File: config.mk
export PLATFORM = sky130hd
export DESIGN_NAME = iomem_led_pwm
export DESIGN_NICKNAME = d
export VERILOG_FILES = /design/src/rtl/iomem_led_pwm_pkg.sv /design/src/rtl/iomem_led_pwm_timebase.sv /design/src/rtl/iomem_led_pwm.sv
export SDC_FILE = /design/constraint.sdc
export NUM_CORES = 1
export LEC_CHECK = 0
export ABC_AREA = 0
export BUFFER_PORTS_ARGS = -buffer_cell sky130_fd_sc_hd__buf_4
export CAP_MARGIN = 30
export CORE_MARGIN = 3
export CORE_UTILIZATION = 55
export CTS_CLUSTER_DIAMETER = 80
export DETAILED_ROUTE_END_ITERATION = 8
export GPL_TIMING_DRIVEN = 0
export PLACE_DENSITY = 0.87
export RECOVER_POWER = 25
export REMOVE_ABC_BUFFERS = 1
export SLEW_MARGIN = 25
export SYNTH_ARGS = -nofsm -noshare
export SYNTH_HDL_FRONTEND = slang
export SYNTH_SLANG_ARGS = --single-unit
File: constraint.sdc
create_clock -name clk -period 8.9 [get_ports clk]
set_input_delay 0.89 -clock clk [delete_from_list [all_inputs] [get_ports clk]]
set_output_delay 0.89 -clock clk [all_outputs]
set_load 0.01 [all_outputs]
File: src/rtl/iomem_led_pwm_pkg.sv
// Shared definitions for the iomem PWM LED controller: register offsets,
// field widths and a byte-strobe merge helper.
package iomem_led_pwm_pkg;

  localparam int PHASE_W = 8;
  localparam int PRESC_W = 8;

  localparam logic [7:0] CTRL    = 8'h00;
  localparam logic [7:0] MODE    = 8'h04;
  localparam logic [7:0] STATIC  = 8'h08;
  localparam logic [7:0] BREATHE = 8'h0C;
  localparam logic [7:0] DUTY0   = 8'h10;
  localparam logic [7:0] STATUS  = 8'h30;

  // Keep the old byte unless its strobe is set
  function automatic logic [7:0] merge_byte(input logic [7:0] old_val,
                                            input logic [7:0] new_val,
                                            input logic       strobe);
    return strobe ? new_val : old_val;
  endfunction

endpackage

File: src/rtl/iomem_led_pwm_timebase.sv
// PWM timebase: a prescaler feeding an 8-bit phase counter.
// Both counters are held at zero while disabled.
module led_pwm_timebase
  import iomem_led_pwm_pkg::*;
(
  input  logic               clk,
  input  logic               reset,
  input  logic               en,
  input  logic [PRESC_W-1:0] prescale,
  output logic [PHASE_W-1:0] phase,
  output logic               tick,
  output logic               wrap
);

  logic [PRESC_W-1:0] pre_cnt;

  // >= rather than == so a prescale lowered below the current count still ticks
  assign tick = en & (pre_cnt >= prescale);
  assign wrap = tick & (phase == '1);

  // Prescaler and phase counter; both restart from zero whenever disabled
  always_ff @(posedge clk) begin
    if (reset || !en) begin
      pre_cnt <= '0;
      phase   <= '0;
    end else if (tick) begin
      pre_cnt <= '0;
      phase   <= phase + 1'b1;
    end else begin
      pre_cnt <= pre_cnt + 1'b1;
    end
  end

endmodule

File: src/rtl/iomem_led_pwm.sv
// Memory-mapped PWM LED controller on the picosoc iomem bus.
// Each channel is a static level or an 8-bit PWM whose duty is double
// buffered and swapped on the phase wrap, so duty updates never glitch.
// Optional feature: define IOMEM_LED_PWM_BREATHE_EN to build the triangle
// "breathing" level generator and the BREATHE register.
module iomem_led_pwm
  import iomem_led_pwm_pkg::*;
#(
  parameter int          NCH       = 8,
  parameter logic [31:0] BASE_ADDR = 32'h0300_0000
) (
  input  logic           clk,
  input  logic           reset,
  input  logic           iomem_valid,
  output logic           iomem_ready,
  input  logic [3:0]     iomem_wstrb,
  input  logic [31:0]    iomem_addr,
  input  logic [31:0]    iomem_wdata,
  output logic [31:0]    iomem_rdata,
  output logic [NCH-1:0] led_out
);

  logic               sel;
  logic               wr;
  logic [7:0]         reg_ofs;
  logic [31:0]        rd_data;
  logic               en;
  logic [PRESC_W-1:0] prescale;
  logic [NCH-1:0]     mode_reg;
  logic [NCH-1:0]     static_reg;
  logic [PHASE_W-1:0] duty_pend [NCH];
  logic [PHASE_W-1:0] duty_shad [NCH];
  logic [PHASE_W-1:0] cmp_val   [NCH];
  logic [PHASE_W-1:0] phase;
  logic               tick;
  logic               wrap;
  logic               unused_bits;

`ifdef IOMEM_LED_PWM_BREATHE_EN
  logic [NCH-1:0]     breathe_reg;
  logic [PHASE_W-1:0] level;
  logic               level_up;
`endif

  assign sel     = iomem_valid & ~iomem_ready & (iomem_addr[31:24] == BASE_ADDR[31:24]);
  assign wr      = sel & (|iomem_wstrb);
  assign reg_ofs = {iomem_addr[7:2], 2'b00};

  assign unused_bits = &{1'b0, iomem_addr[23:8], iomem_addr[1:0], iomem_wdata[31:16], tick};

  led_pwm_timebase u_timebase (
    .clk      (clk),
    .reset    (reset),
    .en       (en),
    .prescale (prescale),
    .phase    (phase),
    .tick     (tick),
    .wrap     (wrap)
  );

  // Register file writes, byte strobes honoured individually
  always_ff @(posedge clk) begin
    if (reset) begin
      en         <= 1'b0;
      prescale   <= '0;
      mode_reg   <= '0;
      static_reg <= '0;
`ifdef IOMEM_LED_PWM_BREATHE_EN
      breathe_reg <= '0;
`endif
      for (int i = 0; i < NCH; i++) duty_pend[i] <= '0;
    end else if (wr) begin
      case (reg_ofs)
        CTRL: begin
          if (iomem_wstrb[0]) en <= iomem_wdata[0];
          prescale <= merge_byte(prescale, iomem_wdata[15:8], iomem_wstrb[1]);
        end
        MODE:    if (iomem_wstrb[0]) mode_reg   <= iomem_wdata[NCH-1:0];
        STATIC:  if (iomem_wstrb[0]) static_reg <= iomem_wdata[NCH-1:0];
`ifdef IOMEM_LED_PWM_BREATHE_EN
        BREATHE: if (iomem_wstrb[0]) breathe_reg <= iomem_wdata[NCH-1:0];
`endif
        default: ;
      endcase
      for (int i = 0; i < NCH; i++) begin
        if (reg_ofs == DUTY0 + 8'(4 * i))
          duty_pend[i] <= merge_byte(duty_pend[i], iomem_wdata[7:0], iomem_wstrb[0]);
      end
    end
  end

  // Shadow duties follow the pending values on wrap, or continuously while stopped
  always_ff @(posedge clk) begin
    if (reset) begin
      for (int i = 0; i < NCH; i++) duty_shad[i] <= '0;
    end else if (!en || wrap) begin
      for (int i = 0; i < NCH; i++) duty_shad[i] <= duty_pend[i];
    end
  end

`ifdef IOMEM_LED_PWM_BREATHE_EN
  // Triangle level 0..255..0 stepping once per PWM period; parked at 0 while stopped
  always_ff @(posedge clk) begin
    if (reset || !en) begin
      level    <= '0;
      level_up <= 1'b1;
    end else if (wrap) begin
      if (level_up) begin
        if (level == '1) begin
          level_up <= 1'b0;
          level    <= level - 1'b1;
        end else begin
          level <= level + 1'b1;
        end
      end else begin
        if (level == '0) begin
          level_up <= 1'b1;
          level    <= level + 1'b1;
        end else begin
          level <= level - 1'b1;
        end
      end
    end
  end
`endif

  // Per-channel compare value: shadow duty, or the breathing level when selected
  always_comb begin
    for (int i = 0; i < NCH; i++) begin
      cmp_val[i] = duty_shad[i];
`ifdef IOMEM_LED_PWM_BREATHE_EN
      if (breathe_reg[i]) cmp_val[i] = level;
`endif
    end
  end

  // Read mux; unmapped offsets and unused bits read as zero
  always_comb begin
    rd_data = '0;
    case (reg_ofs)
      CTRL:    rd_data = {16'b0, prescale, 7'b0, en};
      MODE:    rd_data[NCH-1:0] = mode_reg;
      STATIC:  rd_data[NCH-1:0] = static_reg;
`ifdef IOMEM_LED_PWM_BREATHE_EN
      BREATHE: rd_data[NCH-1:0] = breathe_reg;
`endif
      STATUS:  rd_data[PHASE_W-1:0] = phase;
      default: ;
    endcase
    for (int i = 0; i < NCH; i++) begin
      if (reg_ofs == DUTY0 + 8'(4 * i)) rd_data = {24'b0, duty_pend[i]};
    end
  end

  // Single-cycle bus acknowledge with registered read data
  always_ff @(posedge clk) begin
    if (reset) begin
      iomem_ready <= 1'b0;
      iomem_rdata <= '0;
    end else begin
      iomem_ready <= sel;
      iomem_rdata <= sel ? rd_data : '0;
    end
  end

  // Registered LED drive; PWM channels are forced off while the timebase is stopped
  always_ff @(posedge clk) begin
    if (reset) begin
      led_out <= '0;
    end else begin
      for (int i = 0; i < NCH; i++)
        led_out[i] <= mode_reg[i] ? (en & (phase < cmp_val[i])) : static_reg[i];
    end
  end

endmodule

======== Word-level counts from Yosys, hierarchy flattened ========
Memory sizes are Yosys's and may differ from the RTL's.
Cells that the tools add are included.
storage, ports and cells
  flip-flop bits (word level) ............. 82
  input bits .............................. 71
  memories kept ........................... 2
  bits in writable memories ............... 128
  word-level logic and storage cells ...... 160
cells by class
  multiplexer cells ....................... 78
  reduce and logical (&&, ||, !) cells .... 13
  order comparisons ....................... 9
  equal/unequal tests ..................... 13
  add/subtract/negate cells ............... 2
  bitwise gates (word level) .............. 32
memories
  name       words  bits a word  rd ports  clocked after Yosys merged registers in  write ports  RTL line             text
  duty_pend  8      8            8         0                                        8            iomem_led_pwm.sv:31  logic [PHASE_W-1:0] duty_pend [NCH];
  duty_shad  8      8            8         0                                        8            iomem_led_pwm.sv:32  logic [PHASE_W-1:0] duty_shad [NCH];
operators with widths
  kind                                                              number
  8-bit two-way mux                                                 32
  8-bit < comparator                                                8
  1-bit two-way mux                                                 45
  8-bit one-hot mux with 4 select lines                             1
  6-bit by 4-bit == test with 1-bit output (second input constant)  5
  6-bit by 3-bit == test with 1-bit output (second input constant)  4
  8-bit by 1-bit adder with 8-bit output (second input constant)    2
  1-bit bitwise OR                                                  16
  1-bit bitwise AND                                                 13
  3-bit AND reduction                                               4
  11-bit OR reduction                                               1
  10-bit OR reduction                                               1
  8-bit by 2-bit == test with 1-bit output (second input constant)  1
  8-bit == test (second input constant)                             1
  8-bit >= comparator                                               1
  8-bit logical NOT                                                 1
  6-bit by 1-bit == test with 1-bit output (second input constant)  1
  6-bit by 2-bit == test with 1-bit output (second input constant)  1
  2-bit OR reduction                                                2
  4-bit OR reduction                                                1
  1-bit inverter                                                    3
  1-bit logical OR                                                  2
  1-bit logical NOT                                                 1

======== Logic depth before layout (Yosys ltp) ========
Gate-level depths: netlist (run 1).
  depth in word-level cells ............... 10
  gate-level depth with buffers ........... 10

======== By module ========
A second synthesis (run 1) with hierarchy kept.
second synthesis, totals
  cells, all modules ...................... 883
  area total of the unflattened synthesis .. 9,809.4 um^2
modules (own cells, without submodules)
  module            area each (um^2)  cells an instance  seq. area each (um^2)  instances
  iomem_led_pwm     8,800.9           777                4,844.6                1
  led_pwm_timebase  1,008.5           106                320.3                  1

======== Worst setup path after synthesis (run 1) ========
Ideal clock, no wire load.
  path kind ............................... register -> register
  start point ............................. reg u_timebase.pre_cnt[0]
  end point ............................... mem duty_shad[0][0], enable pin
  slack ................................... 2.209 ns
  data arrival time ....................... 6.110 ns
  stages on the path, launching flop included .. 9
  buffers on the path ..................... 2
  period minus slack after synthesis ...... 6.691 ns
  cell sequence ........................... dfxtp_1 -> inv_1 -> ha_1 -> nand2b_1 -> a2111oi_0 -> o21a_1 -> buf_2 -> clkbuf_1 -> o31ai_1
RTL lines
  what                    RTL line                      text
  from (decl)             iomem_led_pwm_timebase.sv:15  logic [PRESC_W-1:0] pre_cnt;
  from (signal assigned)  iomem_led_pwm_timebase.sv:30  pre_cnt <= pre_cnt + 1'b1;
  to (decl)               iomem_led_pwm.sv:32

==> results of run 1 <==
==> worst max-delay path: stages <==
cell and delay, ps:
clkbuf_1 940, buf_12 570, nor2b_1 1250, o31ai_4 500, buf_6 330, buf_6 160, buf_8 150
==> per-layer routing <==
layer | global-route usage, % | share of wire (%) | vias up
li1 | - | - | 3322
met5 | 0 | 0 | -
met2 | 41.6 | 46 | 483
met3 | 6.32 | 12 | 111
met4 | 12.6 | 4.6 | 0
met1 | 35.4 | 38 | 3407
==> power groups by stage <==
stage               Clock (mW)  Combinational (mW)  Sequential (mW)
detailed placement           0               0.110             1.03
global placement             0               0.103             1.03
floorplan                    0              0.0593             1.02
CTS                      0.804               0.111             1.01
finish                   0.803               0.114             1.01
global route             0.846               0.123             1.01
==> metrics by stage <==
| step | instances | hold WS (ps) |
|---|---|---|
| after floorplan | 859 | 433 |
| after global placement | 1145 | 461 |
| after detailed placement | 1154 | 478 |
| after CTS | 1186 | 489 |
| after global routing | 1186 | 508 |
| final | 1186 | 489 |
==> cells in the final DEF, fill, tap and decap left out, types with 33 or more instances in the layout <==
cell type,Yosys,routed
a21oi_1,41,41
and2_1,50,38
buf_4,16,36
dfxtp_1,66,66
edfxtp_1,128,128
ha_1,66,66
inv_1,67,67
nand2_1,56,56
nor2_1,36,36
nor2b_1,40,40
nor3b_1,48,48
o21ai_0,33,33
==> final cells by class <==
| cell class | instances | area, µm² | area share (%) |
|---|---|---|---|
| clock buffer | 22 | 528 | 4.81 |
| clock inverter | 10 | 108 | 0.981 |
| inverter | 68 | 255 | 2.33 |
| sequential | 194 | 5160 | 47.1 |
| multi-input combinational | 597 | 4160 | 38.0 |
| tap | 225 | 282 | 2.57 |
| timing repair buffer | 70 | 467 | 4.26 |
==> final timing paths <==
path         cells after the start                to  slack [ps]
max reg2reg                      6  duty_shad[0][19]        5630
max                              7  duty_shad[0][19]        4250
min reg2reg                      2       prescale[1]         490
min                              2       prescale[1]         490
==> synth_stat cells, types with 3 or more instances <==
| library cell | count | area share [%] |
|---|---|---|
| edfxtp_1 | 128 | 39 |
| inv_1 | 67 | 2.6 |
| dfxtp_1 | 66 | 14 |
| ha_1 | 66 | 8.4 |
| nand2_1 | 56 | 2.1 |
| and2_1 | 50 | 3.2 |
| nor3b_1 | 48 | 3.7 |
| a21oi_1 | 41 | 2.1 |
| nor2b_1 | 40 | 2.6 |
| nor2_1 | 36 | 1.4 |
| clkbuf_1 | 33 | 1.3 |
| o21ai_0 | 33 | 1.7 |
| nand2b_1 | 20 | 1.3 |
| nand3_1 | 18 | 0.92 |
| buf_4 | 16 | 1.2 |
| nor3_1 | 15 | 0.77 |
| a21o_1 | 13 | 1.0 |
| a211oi_1 | 11 | 0.84 |
| o22ai_1 | 10 | 0.64 |
| a22oi_1 | 8 | 0.61 |
| mux2i_1 | 8 | 0.82 |
| o2111ai_1 | 8 | 0.72 |
| buf_2 | 7 | 0.36 |
| o21bai_1 | 7 | 0.54 |
| or3_1 | 7 | 0.45 |
| a32oi_1 | 6 | 0.54 |
| nand4_1 | 6 | 0.38 |
| nand4b_1 | 6 | 0.54 |
| a31oi_1 | 5 | 0.32 |
| xor2_1 | 5 | 0.45 |
| nor4_1 | 4 | 0.26 |
| o211ai_1 | 4 | 0.31 |
| o21a_1 | 4 | 0.31 |
| o221a_2 | 4 | 0.46 |
| o2bb2ai_1 | 4 | 0.36 |
| mux4_2 | 3 | 0.69 |
| nor4_2 | 3 | 0.38 |
| or4_1 | 3 | 0.23 |
==> kinds of logic after synthesis <==
family | share of synthesized area (%)
fa+ha+maj | 8.45
flops | 52.8
xor+xnor | 0.537
other cells | 0.0384
compound gates | 11.2
mux | 1.74
simple gates | 19.7
buf+inv | 5.54
==> out/results.txt, run 1 <==
Hold path startpoint = prescale[1]
Initial antenna violation count = 0
Vias per std cell = 6.17
Switch Pwr = 0.432 mW
Total CTS buffers = 17
Final Max Slew Viols = 71
Post_cts resized = 0
Sw frac = 22.4%
Min-Delay Path Class = reg2reg
Clk pin slew, worst setup/hold paths = 70 ps
Setup crit start kind = primary input
Crit path launch = reset
Setup Buffers After CTS = 0
Vias in the first global route = 7107
Detailed-route via count = 7323
Chip width = 139 µm
Design area = 0.0110 mm²
RSZ-0062 raised after global routing = false
Fin Setup TNS = 0 ps
YS warnings = 0
CP Data Required Time = 9100 ps
Leakage = 4.11 nW
Die area = 0.0194 mm²
Synthesized area per cell = 10.8 µm²
Final hold vios = 0
CP arrival = 4850 ps
Slew headroom = -74.6%
Pre-CTS setup slack = 5410 ps
Core area = 0.0174 mm²
End-of-flow core utilization = 63.2%
Clk_skew = 13.0 ps
Die Height = 139 µm
Nets = 1085
Final Cycle Share = 52.3%
CP Class = in2reg
Clock network power share = 41.7%
Starting Density = 56.3%
Synth unique cells = 65
VDD IR-drop max = 153 µV
Hold_buf cts = 0
Portion of total power attributed to combinational logic = 5.9%
Antenna cell count = 0
Max-Cap Viols = 2
Biggest regs = duty_pend (64), duty_shad (64), iomem_rdata (16)
First-pass GRT wire length = 39500 µm
Clk sink count = 194
CTS tree = done
Internal = 1.50 mW
Ys async rst share = 0%
Tot Pwr = 1.93 mW
Register area share after synthesis = 52.8%
Antenna violation net count after detailed routing = 0
Placer Congestion = 0.932
Cells after Synth = 902
CP max FO = 58
Largest net degree at the start of global routing = 59
Final min period = 4650 ps
Num rows = 48
I/O pin count = 112
PwrDens = 176 mW/mm²
Area growth syn-to-layout = 12.2%
CTS H-tree depth = 4
Fill cell count = 1296
Wirelength per Cell = 21.7 µm
Worst slew pin tran = 2620 ps
Violated checks = capacitance limit, slew limit
Placed inst area = 0.0104 mm²
CP Capture Type = flip-flop
Reg power frac = 52.4%
Status = finished with violations
Share of post-route cells with drive strength above 1 = 10.2%
Gr usage total = 26.7%
Post-synthesis instance area = 0.00978 mm²
Clock Latency Late Sink = 440 ps
Setup violations, final = 0
Longest Clk Path Bufs = 2
Global route overflow = 0
Reg2reg start = u_timebase.phase[4]
Number of flops mapped to enable cells by yosys = 128
Hpwl dp = 17400 µm
Root buf cell = clkbuf_16
Final WS setup = 4250 ps
Synth Register Bits = 194
Most used DFF post-synth = edfxtp_1
Pre-Repair DR Iteration Count = 6
DRC = 0
Fmax achieved = 215 MHz
Routed wire length = 25700 µm
Port Buffers = 61
DRT iter0 DRCs = 1112
Power figures use the tool's default switching activity.
==> inputs of run 2 (changes only) <==
CORE_UTILIZATION = 53   (was 55)
clock period = 4.2 ns   (was 8.9 ns; I/O delays follow)
==> out/results.txt, run 2 (synthesized netlist as in run 1, its figures left out) <==
Status = finished with violations
Violated checks = capacitance limit, slew limit
Antenna violation net count after detailed routing = 0 (unchanged)
Share of post-route cells with drive strength above 1 = 9.58% (-0.61 points)
Clk sink count = 194 (unchanged)
DRT iter0 DRCs = 1047 (-5.8%)
Final hold vios = 0 (unchanged)
Final min period = 3340 ps
Placer Congestion = 0.969 (+4.0%)
Routed wire length = 25400 µm (-1.3%)
Initial antenna violation count = 0 (unchanged)
CP delay by family, top = simple AND/OR/NAND/NOR gates
Clk_skew = 9.71 ps (-3.33 ps)
VDD IR-drop max = 301 µV (+96%)
Wirelength per Cell = 21.4 µm (-1.6%)
Reg-to-reg endpoint = duty_shad[0][6]
Global route overflow = 0 (unchanged)
Final WS setup = 856 ps (-3390 ps)
I/O pin count = 112 (unchanged)
Root buf cell = clkbuf_16
CTS H-tree depth = 4 (unchanged)
Grt met3 use = 6.47% (+0.15 points)
Vias per std cell = 6.20 (+0.40%)
Die Height = 142 µm (+1.8%)
Met1 Resource Use GR = 33.5% (-1.8 points)
Total CTS buffers = 17 (unchanged)
CP Data Required Time = 4270 ps (-4830 ps)
Most common cell after layout, fill and taps aside = edfxtp_1
Pre-CTS setup slack = 1150 ps (-4260 ps)
Slew headroom = -13.1% (+62 points)
Clock Latency Late Sink = 450 ps (about the same)
Detailed-route via count = 7371 (+0.66%)
Commonest non-fill, non-tap cells in the layout = 128 x edfxtp_1, 67 x inv_1, 66 x ha_1, 66 x dfxtp_1, 56 x nand2_1
Longest Clk Path Bufs = 2 (unchanged)
Biggest regs = duty_pend (64), duty_shad (64), iomem_rdata (16)
Reg2Reg Depth = 8 (+2)
Worst slew pin tran = 1690 ps (-927 ps)
Tot Pwr = 4.04 mW (+110%)
Core area = 0.0180 mm² (+3.8%)
Setup Buffers After CTS = 0 (unchanged)
Min-Delay Path Class = in2reg
Hpwl dp = 17100 µm (-1.3%)
Starting Density = 54.2% (-2.1 points)
Max-Cap Viols = 3 (+1)
Final Cycle Share = 79.6%
DRC = 0 (unchanged)
Clk pin slew, worst setup/hold paths = 70 ps (about the same)
CTS tree = done
Antenna cell count = 0 (unchanged)
CP arrival = 3410 ps (-1440 ps)
Die area = 0.0201 mm² (+3.6%)
Gr usage total = 25.7% (-0.95 points)
Port Buffers = 61 (unchanged)
Vias in the first global route = 7163 (+0.79%)
CP Capture Type = flip-flop
Critical path's largest stage delay = 1430 ps (+180 ps)
Pre-Repair DR Iteration Count = 6 (unchanged)
RSZ-0062 raised after global routing = false
Leakage = 4.06 nW (-1.1%)
Chip width = 142 µm (+1.8%)
R2R Setup Slk = 1120 ps (-4510 ps)
Nets = 1084 (-0.092%)
Hold EP = prescale[0]
CP max FO = 17 (-71%)
Area growth syn-to-layout = 11.7%
Num rows = 49 (+2.1%)
Hold path startpoint = iomem_wdata[8]
Hold_buf cts = 0 (unchanged)
WP buf/inv = 1 (-4)
CP Class = in2reg
Setup violations, final = 0 (unchanged)
Met2 usage = 40.8% (-0.76 points)
Setup crit start kind = primary input
Top Usage Layer GRT = met2
Post_cts resized = 0 (unchanged)
Fmax achieved = 299 MHz
Crit-path cells = clkbuf_1, nor4b_2, nand2_1, o21bai_1
First-pass GRT wire length = 39100 µm (-0.96%)
PwrDens = 370 mW/mm² (+110%)
Reg2reg start = u_timebase.pre_cnt[0]
Crit-path slowest cell = nor4b_2
Hold path depth = 3 (+1)
Final Max Slew Viols = 59 (-17%)
Largest net degree at the start of global routing = 115 (+95%)
[run 2: cell types whose count changed in the layout (fill, tap and decap cells not counted), sizes merged]
| cell | delta |
|---|---|
| clkdlybuf4s15 | +1 |
| bufinv | +2 |
| clkbuf | -1 |
| buf | -4 |
| clkinvlp | +2 |
| clkinv | -1 |
[run 2: per-stage QoR]
step,setup TNS (ps),utilization (%),std cells,area [µm²],hold slack [ps]
after floorplan,-150040,-,859,9550,433
after global placement,-282640,57.1,1149,10300,461
after detailed placement,0,57.9,1157,10400,470
after CTS,0,61.2,1189,11000,217
after global routing,0,60.6,1189,10900,228
final,0,60.6,1189,10900,219
[run 2: worst max-delay path by stage]
stage                                startpoint  depth (start not counted)  slack, ps               end
after floorplan           u_timebase.pre_cnt[0]                          6      -2340   duty_shad[0][0]
after global placement      u_timebase.phase[2]                          3      -4420  duty_shad[0][19]
after detailed placement          iomem_addr[3]                          6       1150     static_reg[0]
after CTS                 u_timebase.pre_cnt[0]                          8       1170   duty_shad[0][6]
after global routing              iomem_addr[7]                          4        740  duty_pend[0][26]
final                             iomem_addr[7]                          4        860  duty_pend[0][24]
[run 2: final cells by class]
class                   count  area, µm²
fillers                  1419       7110
flip-flops and latches    194       5160
multi-input cells         597       4160
repair buffers             69        457
clock buffers              19        443
well taps                 229        287
inverters                  68        255
clock inverters            13        155
[run 2: metal layers]
layer  share of wire, %  vias up
met2                 47      467
met1                 38     3495
met5                  0        -
met4                4.0        0
li1                   -     3319
met3                 11       90
[run 2: tightest hold or removal path, stage by stage]
cell and delay, ps:
buf_4 80, mux2i_1 50, nor2_1 70
[run 2: report_power, final]
group / leakage [nW] / internal, mW / total, mW / switching, mW
Combinational: 1.90 / 0.0937 / 0.235 / 0.141
Sequential: 1.88 / 2.10 / 2.14 / 0.0381
Clock: 0.285 / 0.951 / 1.67 / 0.717
